<file path="src/rtl/hazard_ctrl.sv">
// Pipeline hazard sequencer for the 5-stage RISC-V core: load-use bubble,
// taken-branch flush, data-memory freeze, memory-timeout flag and perf counters.
module hazard_ctrl #(
  parameter int unsigned MEM_TIMEOUT = 16,
  parameter int unsigned CNT_W       = 32
) (
  input  logic             clk,
  input  logic             rst,
  input  logic [4:0]       if_id_rs1,
  input  logic [4:0]       if_id_rs2,
  input  logic             if_id_uses_rs1,
  input  logic             if_id_uses_rs2,
  input  logic [4:0]       id_ex_rd,
  input  logic             id_ex_memread,
  input  logic             ex_branch_taken,
  input  logic             ex_mem_memaccess,
  input  logic             dmem_ready,
  output logic             pc_write,
  output logic             if_id_write,
  output logic             id_ex_bubble,
  output logic             if_id_flush,
  output logic             id_ex_flush,
  output logic             pipe_freeze,
  output logic             mem_timeout,
  output logic [CNT_W-1:0] stall_cycles,
  output logic [CNT_W-1:0] flush_count
);

  typedef enum logic {RUN = 1'b0, MEM_WAIT = 1'b1} state_e;

  localparam logic [15:0]      TIMEOUT_V = 16'(MEM_TIMEOUT);
  localparam logic [15:0]      WAIT_MAX  = 16'hFFFF;
  localparam logic [CNT_W-1:0] CNT_MAX   = {CNT_W{1'b1}};
  localparam logic [CNT_W-1:0] CNT_ONE   = CNT_W'(1'b1);

  state_e           state_q, state_d;
  logic [15:0]      wait_cnt_q, wait_cnt_d;
  logic             mem_timeout_q, mem_timeout_d;
  logic [CNT_W-1:0] stall_q, stall_d;
  logic [CNT_W-1:0] flush_q, flush_d;
  logic             freeze_c, load_use_c, branch_flush_c;

  // Hazard detection and prioritised control outputs
  always_comb begin
    freeze_c   = !dmem_ready && ((state_q == MEM_WAIT) || ex_mem_memaccess);
    load_use_c = id_ex_memread && (id_ex_rd != 5'd0) &&
                 ((if_id_uses_rs1 && (id_ex_rd == if_id_rs1)) ||
                  (if_id_uses_rs2 && (id_ex_rd == if_id_rs2)));
    pc_write       = 1'b1;
    if_id_write    = 1'b1;
    id_ex_bubble   = 1'b0;
    if_id_flush    = 1'b0;
    id_ex_flush    = 1'b0;
    pipe_freeze    = 1'b0;
    branch_flush_c = 1'b0;
    if (rst) begin
      if_id_flush = 1'b1;
      id_ex_flush = 1'b1;
    end else if (freeze_c) begin
      // branch and load-use re-present once memory completes
      pipe_freeze = 1'b1;
      pc_write    = 1'b0;
      if_id_write = 1'b0;
    end else if (ex_branch_taken) begin
      if_id_flush    = 1'b1;
      id_ex_flush    = 1'b1;
      branch_flush_c = 1'b1;
    end else if (load_use_c) begin
      pc_write     = 1'b0;
      if_id_write  = 1'b0;
      id_ex_bubble = 1'b1;
    end else begin
      pc_write    = 1'b1;
      if_id_write = 1'b1;
    end
  end

  // Next-state for FSM, wait counter, timeout flag and perf counters
  always_comb begin
    state_d = freeze_c ? MEM_WAIT : RUN;
    if (!freeze_c) begin
      wait_cnt_d = 16'd0;
    end else if (state_q == RUN) begin
      wait_cnt_d = 16'd1;
    end else if (wait_cnt_q == WAIT_MAX) begin
      wait_cnt_d = wait_cnt_q;
    end else begin
      wait_cnt_d = wait_cnt_q + 16'd1;
    end
    mem_timeout_d = mem_timeout_q || (wait_cnt_d == TIMEOUT_V);
    if ((pipe_freeze || id_ex_bubble) && (stall_q != CNT_MAX)) begin
      stall_d = stall_q + CNT_ONE;
    end else begin
      stall_d = stall_q;
    end
    if (branch_flush_c && (flush_q != CNT_MAX)) begin
      flush_d = flush_q + CNT_ONE;
    end else begin
      flush_d = flush_q;
    end
  end

  // State and counter registers with synchronous reset
  always_ff @(posedge clk) begin
    if (rst) begin
      state_q       <= RUN;
      wait_cnt_q    <= 16'd0;
      mem_timeout_q <= 1'b0;
      stall_q       <= '0;
      flush_q       <= '0;
    end else begin
      state_q       <= state_d;
      wait_cnt_q    <= wait_cnt_d;
      mem_timeout_q <= mem_timeout_d;
      stall_q       <= stall_d;
      flush_q       <= flush_d;
    end
  end

  assign mem_timeout  = mem_timeout_q;
  assign stall_cycles = stall_q;
  assign flush_count  = flush_q;

endmodule

</file>
<file path="config.mk">
export PLATFORM = sky130hd
export DESIGN_NAME = hazard_ctrl
export DESIGN_NICKNAME = d
export VERILOG_FILES = /design/src/rtl/hazard_ctrl.sv
export SDC_FILE = /design/constraint.sdc
export NUM_CORES = 1
export LEC_CHECK = 0
export BUFFER_PORTS_ARGS = -buffer_cell sky130_fd_sc_hd__buf_4
export CORE_UTILIZATION = 40
export DETAILED_ROUTE_END_ITERATION = 10
export GPL_ROUTABILITY_DRIVEN = 0
export PLACE_DENSITY = 0.74
export SYNTH_ARGS = -nofsm -noshare
export SYNTH_HDL_FRONTEND = slang
export SYNTH_SLANG_ARGS = --single-unit
</file>
<file path="constraint.sdc">
create_clock -name clk -period 1.93 [get_ports clk]
set_input_delay 0.0965 -clock clk [delete_from_list [all_inputs] [get_ports clk]]
set_output_delay 0.0965 -clock clk [all_outputs]
set_load 0.05 [all_outputs]
</file>
==> results of run 1 <==
-- kinds of logic (layout without fill, tap and decap cells) --
kind of cell | count (synthesis) | in the layout | share of synthesized area, %
AO/OA/AOI/OAI | 84 | 84 | 12.1
XOR/XNOR | 50 | 50 | 10.3
adder cells (fa/ha/maj) | 3 | 3 | 0.884
buffers and inverters | 34 | 242 | 3.63
flip-flops | 82 | 82 | 38.7
multiplexers | 4 | 4 | 1.03
AND/OR/NAND/NOR | 255 | 255 | 33.4
-- layer usage --
layer / track usage, % / vias to the layer above
met5: 0 / -
met4: 8.55 / 0
met3: 4.49 / 23
met2: 40.2 / 109
met1: 27.6 / 2220
li1: - / 2250
-- sequential cells by signal, indices dropped and copies added (netlist names) --
signal,flops
mem_timeout,1
wait_cnt_q,16
flush_count,32
state_q,1
stall_cycles,32
-- layout make-up --
class	count	share of cell area, %
clock buffers	12	2.36
clock inverters	4	0.377
inverters	16	0.905
multi-input cells	396	42.0
flip-flops and latches	82	27.2
well taps	136	2.56
repair buffers	210	24.6
-- how the worst min path moves through the flow --
| stage | to | slack [ns] | depth (start not counted) |
|---|---|---|---|
| 6_report | state_q$_DFF_P_ | 0.11 | 3 |
| 5_1_grt | state_q$_DFF_P_ | 0.10 | 3 |
| 4_1_cts | wait_cnt_q[10]$_SDFF_PP0_ | 0.1 | 4 |
| 3_5_place_dp | wait_cnt_q[10]$_SDFF_PP0_ | 0.48 | 4 |
| 3_3_place_gp | mem_timeout$_SDFF_PP0_ | 0.48 | 2 |
| 2_1_floorplan | state_q$_DFF_P_ | 0.24 | 1 |
-- synth_stat cells (all sizes together) (2+ instances only) --
master | number | share of area (%)
and3 | 15 | 2.2
o21ai | 33 | 4.0
nand4 | 31 | 5.1
xor2 | 22 | 4.5
nor4 | 9 | 2.5
ha | 3 | 0.88
a31oi | 3 | 0.44
nand3 | 31 | 4.0
a41o | 2 | 0.47
nor2 | 68 | 6.1
inv | 16 | 1.4
o31ai | 4 | 0.83
clkbuf | 7 | 0.62
nor2b | 4 | 0.59
nand2 | 32 | 3.0
nand2b | 5 | 0.74
and4 | 5 | 1.0
or4 | 6 | 1.1
dfxtp | 82 | 39
buf | 11 | 1.6
and2 | 3 | 0.44
a41oi | 2 | 0.85
nor3 | 15 | 1.8
mux2 | 3 | 0.80
xnor2 | 28 | 5.8
o311ai | 2 | 0.41
or3 | 25 | 3.7
a21oi | 31 | 3.7
nand3b | 4 | 0.71
-- timing repair --
action,in CTS,in global routing
setup buffers,5,9
setup endpoints to repair,38,42
pin swaps,12,40
gates resized for setup,12,56
-- power by group through the flow --
stage	registers [mW]	clock network [mW]	logic, mW
final	1.66	1.19	0.244
after global routing	1.66	1.27	0.259
after CTS	1.66	1.21	0.238
after detailed placement	1.70	0	0.237
after global placement	1.70	0	0.231
after floorplan	1.72	0	0.111
-- critical path: cells and delay by family (launching register included) --
kind | cells | cell delay, ns
xor gates and xnor gates | 1 | 0.16
buffers and inverters | 1 | 0.18
and+or+nand+nor | 6 | 1.25
DFF | 1 | 0.35
-- per-stage QoR --
| step | util [%] | cell area [um2] | worst slack (ns) | total power, mW |
|---|---|---|---|---|
| 6_report | 64.3 | 6640 | -0.139 | 3.09 |
| 5_1_grt | 64.3 | 6640 | -0.219 | 3.19 |
| 4_1_cts | 61.3 | 6330 | -0.0705 | 3.11 |
| 3_5_place_dp | 58.5 | 6040 | -0.0969 | 1.94 |
| 3_3_place_gp | 58.5 | 6040 | -0.0485 | 1.93 |
| 2_1_floorplan | - | 4490 | -0.130 | 1.83 |
==> impl_metrics.env, run 1 <==
export IMPL_worstHoldPathType="input pin to flop"
export IMPL_holdWs_ns=0.110
export IMPL_syn_to_final_growth_pct=56.3
export IMPL_ys_ff_latch=82
export IMPL_r2r_cells=8
export IMPL_wl_met2_um=6660
export IMPL_layout_setup_ws_ns=-0.139
export IMPL_clock_path_buffers=2
export IMPL_top_layer_used="met4"
export IMPL_rr_startpoint="flush_count[30]$_SDFFE_PP0P_"
export IMPL_slowest_delay_ns=0.53
export IMPL_wl_met1_um=5510
export IMPL_dp_hpwl_um=9560
export IMPL_viasPerCell=5.38
export IMPL_p_clk_share_pct=38.4
export IMPL_io_buffers=93
export IMPL_netlist_instances=512
export IMPL_switching_share_pct=25.7
export IMPL_final_common_cell="buf_4"
export IMPL_drc_errors=0
export IMPL_fmax_mhz=483
export IMPL_clock_sinks=82
export IMPL_insertion_delay_ns=0.36
export IMPL_outcome="complete, but fails checks"
export IMPL_regToRegEndpoint="flush_count[13]$_SDFFE_PP0P_"
export IMPL_synth_edff_count=0
export IMPL_netlist_area_mm2=0.00425
export IMPL_pwr_share_comb_pct=7.9
export IMPL_path_class="flop to flop"
export IMPL_cts_tree="done"
export IMPL_post_route_min_period_ns=2.07
export IMPL_drv_cap=0
export IMPL_drt_iter0_drc=150
export IMPL_cp_start_kind="flop"
export IMPL_slowest_stage="or4_4"
export IMPL_num_io_pins=94
export IMPL_clk_pin_slew_ns=0.09
export IMPL_power_density_mw_per_mm2=466
export IMPL_track_usage_pct=22.9
export IMPL_die_w_um=105
export IMPL_place_inst=826
export IMPL_numCtsBuffers=9
export IMPL_crit_start="flush_count[30]$_SDFFE_PP0P_"
export IMPL_ys_warn_count=0
export IMPL_nets=741
export IMPL_avgSynthCellArea_um2=8.29
export IMPL_mostFrequentLayoutCells="buf_4, nor2_1, dfxtp_4"
export IMPL_crit_path_frequent_cell="nand4_1"
export IMPL_ant_nets=0
export IMPL_hold_start="dmem_ready"
export IMPL_violations="negative setup slack"
export IMPL_antenna_found_initial=0
export IMPL_fin_cells=856
export IMPL_cp_endpoint="flush_count[13]$_SDFFE_PP0P_"
export IMPL_r2r_slack_ns=-0.14
export IMPL_grt_pass1_vias=4424
export IMPL_ctsHoldBuffers=0
export IMPL_synth_cell_types=55
export IMPL_drive_gt1_share_pct=49.3
export IMPL_wl_met3_um=601
export IMPL_peakVddDrop_v=0.000362
export IMPL_setup_viol=16
export IMPL_p_int_mw=2.30
export IMPL_wl_per_cell_um=15.2
export IMPL_routed_wl_um=13000
export IMPL_die_h_um=105
export IMPL_grt_pass1_wl_um=20500
export IMPL_fin_tns_setup_ns=-0.941
export IMPL_core_mm2=0.0103
export IMPL_relSlewSlack_pct=68.1
export IMPL_clock_skew_final_ns=0.0125
export IMPL_hold_viol_final=0
export IMPL_htree_levels=3
export IMPL_regArea_mm2=0.00180
export IMPL_start_util_pct=41.1
export IMPL_multi_input_area_mm2=0.00279
export IMPL_antenna_cells=0
export IMPL_rows=37
export IMPL_async_flop_share_pct=0
export IMPL_endpoint_kind="flop"
export IMPL_drt_first_pass_iters=4
export IMPL_cp_required_ns=2.18
export IMPL_die_area_mm2=0.0110
export IMPL_routed_via_count=4602
export IMPL_grt_overflow_total=0
export IMPL_cp_arrival_ns=2.31
export IMPL_cp_max_fo=8
export IMPL_net_switching_power_mw=0.795
export IMPL_syn_nets=538
export IMPL_crit_chain="nand4_1, or4_4, nor4_4, buf_4, nor2_4, nand4_1, xor2_1, nor2_1"
export IMPL_maxSlewViolCount=0
export IMPL_period_share_pct=107
export IMPL_worst_pin_slew_ns=0.478
export IMPL_ys_flop_type="dfxtp_1"
export IMPL_rsz0062_at_grt="yes"
export IMPL_synth_seq_area_share_pct=38.7
export IMPL_grt_max_degree=44
export IMPL_leakage_nw=2.67
export IMPL_cts_root_buf="clkbuf_8"
export IMPL_fillers=824
export IMPL_p_seq_share_pct=53.7
(Power assumes the default switching activity.)
==> inputs of run 2 (changes only) <==
- ABC_AREA: not set -> 1
- PLACE_DENSITY: 0.74 -> 0.73
==> run 2 against run 1 <==
Against the previous run: the flow now finishes without violations; area after synthesis is 21% higher; non-clock buffer count is 55 lower; sequential share of layout area shrank 2.7 points; critical path depth increased by 5; highest routed layer unchanged.
==> impl_metrics.env, run 2 <==
export IMPL_p_int_mw=3.00
export IMPL_antenna_found_initial=0
export IMPL_net_switching_power_mw=0.889
export IMPL_regToRegEndpoint="flush_count[4]$_SDFFE_PP0P_"
export IMPL_wl_met2_um=7090
export IMPL_top_layer_used="met4"
export IMPL_synth_compound_area_share_pct=7.34
export IMPL_rr_startpoint="flush_count[0]$_SDFFE_PP0P_"
export IMPL_worst_pin_slew_ns=0.643
export IMPL_switching_share_pct=22.9
export IMPL_pwr_share_comb_pct=7.2
export IMPL_regArea_mm2=0.00169
export IMPL_netlist_area_mm2=0.00515
export IMPL_hold_depth=2
export IMPL_drc_errors=0
export IMPL_netlist_instances=821
export IMPL_path_class="flop to flop"
export IMPL_period_share_pct=95.7
export IMPL_syn_nets=847
export IMPL_synth_area_top_cells="dfxtp_1, nand2_1, nor2_1, nand3_1, xor2_1"
export IMPL_routed_wl_um=15300
export IMPL_crit_start="flush_count[0]$_SDFFE_PP0P_"
export IMPL_grt_max_degree=58
export IMPL_avgSynthCellArea_um2=6.27
export IMPL_worstHoldPathType="input pin to flop"
export IMPL_synthAdderAreaFrac_pct=0.729
export IMPL_post_place_ws_ns=-0.0170
export IMPL_cts_tree="done"
export IMPL_htree_levels=3
export IMPL_drive_gt1_share_pct=24.4
export IMPL_synthXorXnorAreaFrac_pct=9.53
export IMPL_ctsHoldBuffers=0
export IMPL_cts_root_buf="clkbuf_16"
export IMPL_setup_viol=0
export IMPL_insertion_delay_ns=0.35
export IMPL_clock_sinks=82
export IMPL_layout_setup_ws_ns=0.0837
export IMPL_fillers=1217
export IMPL_ys_warn_count=0
export IMPL_r2r_slack_ns=0.08
export IMPL_clk_pin_slew_ns=0.06
export IMPL_grt_pass1_vias=5022
export IMPL_synth_simple_gate_area_share_pct=42.6
export IMPL_clock_skew_final_ns=0.00464
export IMPL_dp_hpwl_um=11400
export IMPL_synthTopCellsByCount="nand2_1, nor2_1, dfxtp_1, nand3_1, inv_1"
export IMPL_holdWs_ns=0.0800
export IMPL_routed_via_count=5797
export IMPL_track_usage_pct=23.2
export IMPL_cp_endpoint="flush_count[4]$_SDFFE_PP0P_"
export IMPL_yosys_area_top_type="dfxtp_1"
export IMPL_nets=983
export IMPL_rsz0062_at_grt="yes"
export IMPL_multi_input_area_mm2=0.00323
export IMPL_cp_required_ns=2.16
export IMPL_async_flop_share_pct=0
export IMPL_synth_mux_area_share_pct=0
export IMPL_ant_nets=0
export IMPL_fin_util_pct=55.2
export IMPL_synth_top_area_share_pct=31.9
export IMPL_rows=41
export IMPL_post_route_min_period_ns=1.85
export IMPL_io_buffers=93
export IMPL_mostFrequentLayoutCells="nand2_1, buf_4, nor2_1"
export IMPL_leakage_nw=2.92
export IMPL_cp_start_kind="flop"
export IMPL_wl_met3_um=1080
export IMPL_core_mm2=0.0126
export IMPL_outcome="finished clean"
export IMPL_wl_met1_um=6800
export IMPL_p_clk_share_pct=49.1
export IMPL_final_common_cell="nand2_1"
export IMPL_grt_pass1_wl_um=24400
export IMPL_numCtsBuffers=9
export IMPL_relSlewSlack_pct=57.1
export IMPL_antenna_cells=0
export IMPL_drt_iter0_drc=400
export IMPL_die_h_um=115
export IMPL_num_io_pins=94
export IMPL_ys_ff_latch=82
export IMPL_maxSlewViolCount=0
export IMPL_die_area_mm2=0.0133
export IMPL_peakVddDrop_v=0.000374
export IMPL_endpoint_kind="flop"
export IMPL_synth_top_family_by_area="simple AND/OR/NAND/NOR gates"
export IMPL_synth_seq_area_share_pct=31.9
export IMPL_grt_overflow_total=0
export IMPL_ys_flop_type="dfxtp_1"
export IMPL_die_w_um=115
export IMPL_r2r_cells=13
export IMPL_hold_viol_final=0
export IMPL_fmax_mhz=542
export IMPL_viasPerCell=5.11
export IMPL_wl_per_cell_um=13.5
export IMPL_synth_edff_count=0
export IMPL_synth_cell_types=34
export IMPL_cp_arrival_ns=2.07
export IMPL_drv_cap=0
export IMPL_syn_to_final_growth_pct=34.6
export IMPL_drt_first_pass_iters=5
export IMPL_yosysMostFrequentCell="nand2_1"
export IMPL_power_density_mw_per_mm2=561
export IMPL_start_util_pct=41.0
export IMPL_p_seq_share_pct=43.8
export IMPL_clock_path_buffers=2
export IMPL_cp_max_fo=7
[run 2: cell types whose count changed after synthesis, moves of 19 or more]
| cell | delta |
|---|---|
| a21oi_1 | +27 |
| inv_1 | +49 |
| nand2_1 | +205 |
| nand3_1 | +46 |
| nor2_1 | +51 |
| nor3_1 | +19 |
| or3_1 | -25 |
[run 2: through the flow]
step | power [mW] | TNS [ns] | cell area (um2) | std cells
2_1_floorplan | 1.90 | 0 | 5210 | 821
6_report | 3.89 | 0 | 6930 | 1134
3_3_place_gp | 2.00 | -0.0397 | 6430 | 1114
3_5_place_dp | 2.01 | -0.0310 | 6430 | 1114
4_1_cts | 3.92 | 0 | 6770 | 1130
5_1_grt | 4.03 | -0.0553 | 6930 | 1134
[run 2: metal layers]
layer | global-route usage, % | up-vias
li1 | - | 2947
met1 | 30.6 | 2607
met2 | 37.6 | 211
met3 | 4.97 | 32
met4 | 7.71 | 0
met5 | 0 | -
[run 2: cell type report]
cell class	instances	area share, %
clock buffer	11	3.66
timing repair buffer	155	17.4
inverter	67	3.74
multi-input combinational	642	46.6
tap	172	3.10
sequential	82	24.4
clock inverter	5	1.08
[run 2: worst min-delay path by stage]
stage	slack, ns	endpoint	startpoint
2_1_floorplan	0.33	wait_cnt_q[5]$_SDFF_PP0_	dmem_ready
3_3_place_gp	0.43	flush_count[22]$_SDFFE_PP0P_	rst
3_5_place_dp	0.43	flush_count[19]$_SDFFE_PP0P_	rst
4_1_cts	0.06	flush_count[19]$_SDFFE_PP0P_	rst
5_1_grt	0.08	flush_count[19]$_SDFFE_PP0P_	rst
6_report	0.08	flush_count[19]$_SDFFE_PP0P_	rst
[run 2: critical path, cell delays in order, from the launching register on]
cell	delay [ns]
dfxtp_4	0.38
ha_4	0.15
nand2_2	0.08
inv_2	0.07
nand3_2	0.10
nor2_4	0.11
inv_1	0.08
nor2_2	0.16
nand2_2	0.09
nand2_4	0.14
buf_6	0.15
nor3_1	0.05
o21ai_1	0.12
nor2_1	0.06
[run 2: repair_timing]
action                     in CTS  in global routing
setup endpoints to repair       7                 63
setup buffers                   0                  4
pin swaps                       1                  7
resized for setup               3                 40
[run 2: power groups by stage]
stage | Combinational (mW) | Sequential, mW | Clock, mW
after floorplan | 0.144 | 1.76 | 0
after global placement | 0.265 | 1.74 | 0
after detailed placement | 0.268 | 1.74 | 0
after CTS | 0.270 | 1.70 | 1.95
after global routing | 0.301 | 1.70 | 2.03
final | 0.279 | 1.70 | 1.91
[run 2: cells by family after synthesis]
group | Yosys count
AOI/OAI and AO/OA | 74
and+or+nand+nor | 509
buffers and inverters | 97
DFF | 82
xor gates and xnor gates | 56
adders and majority gates | 3
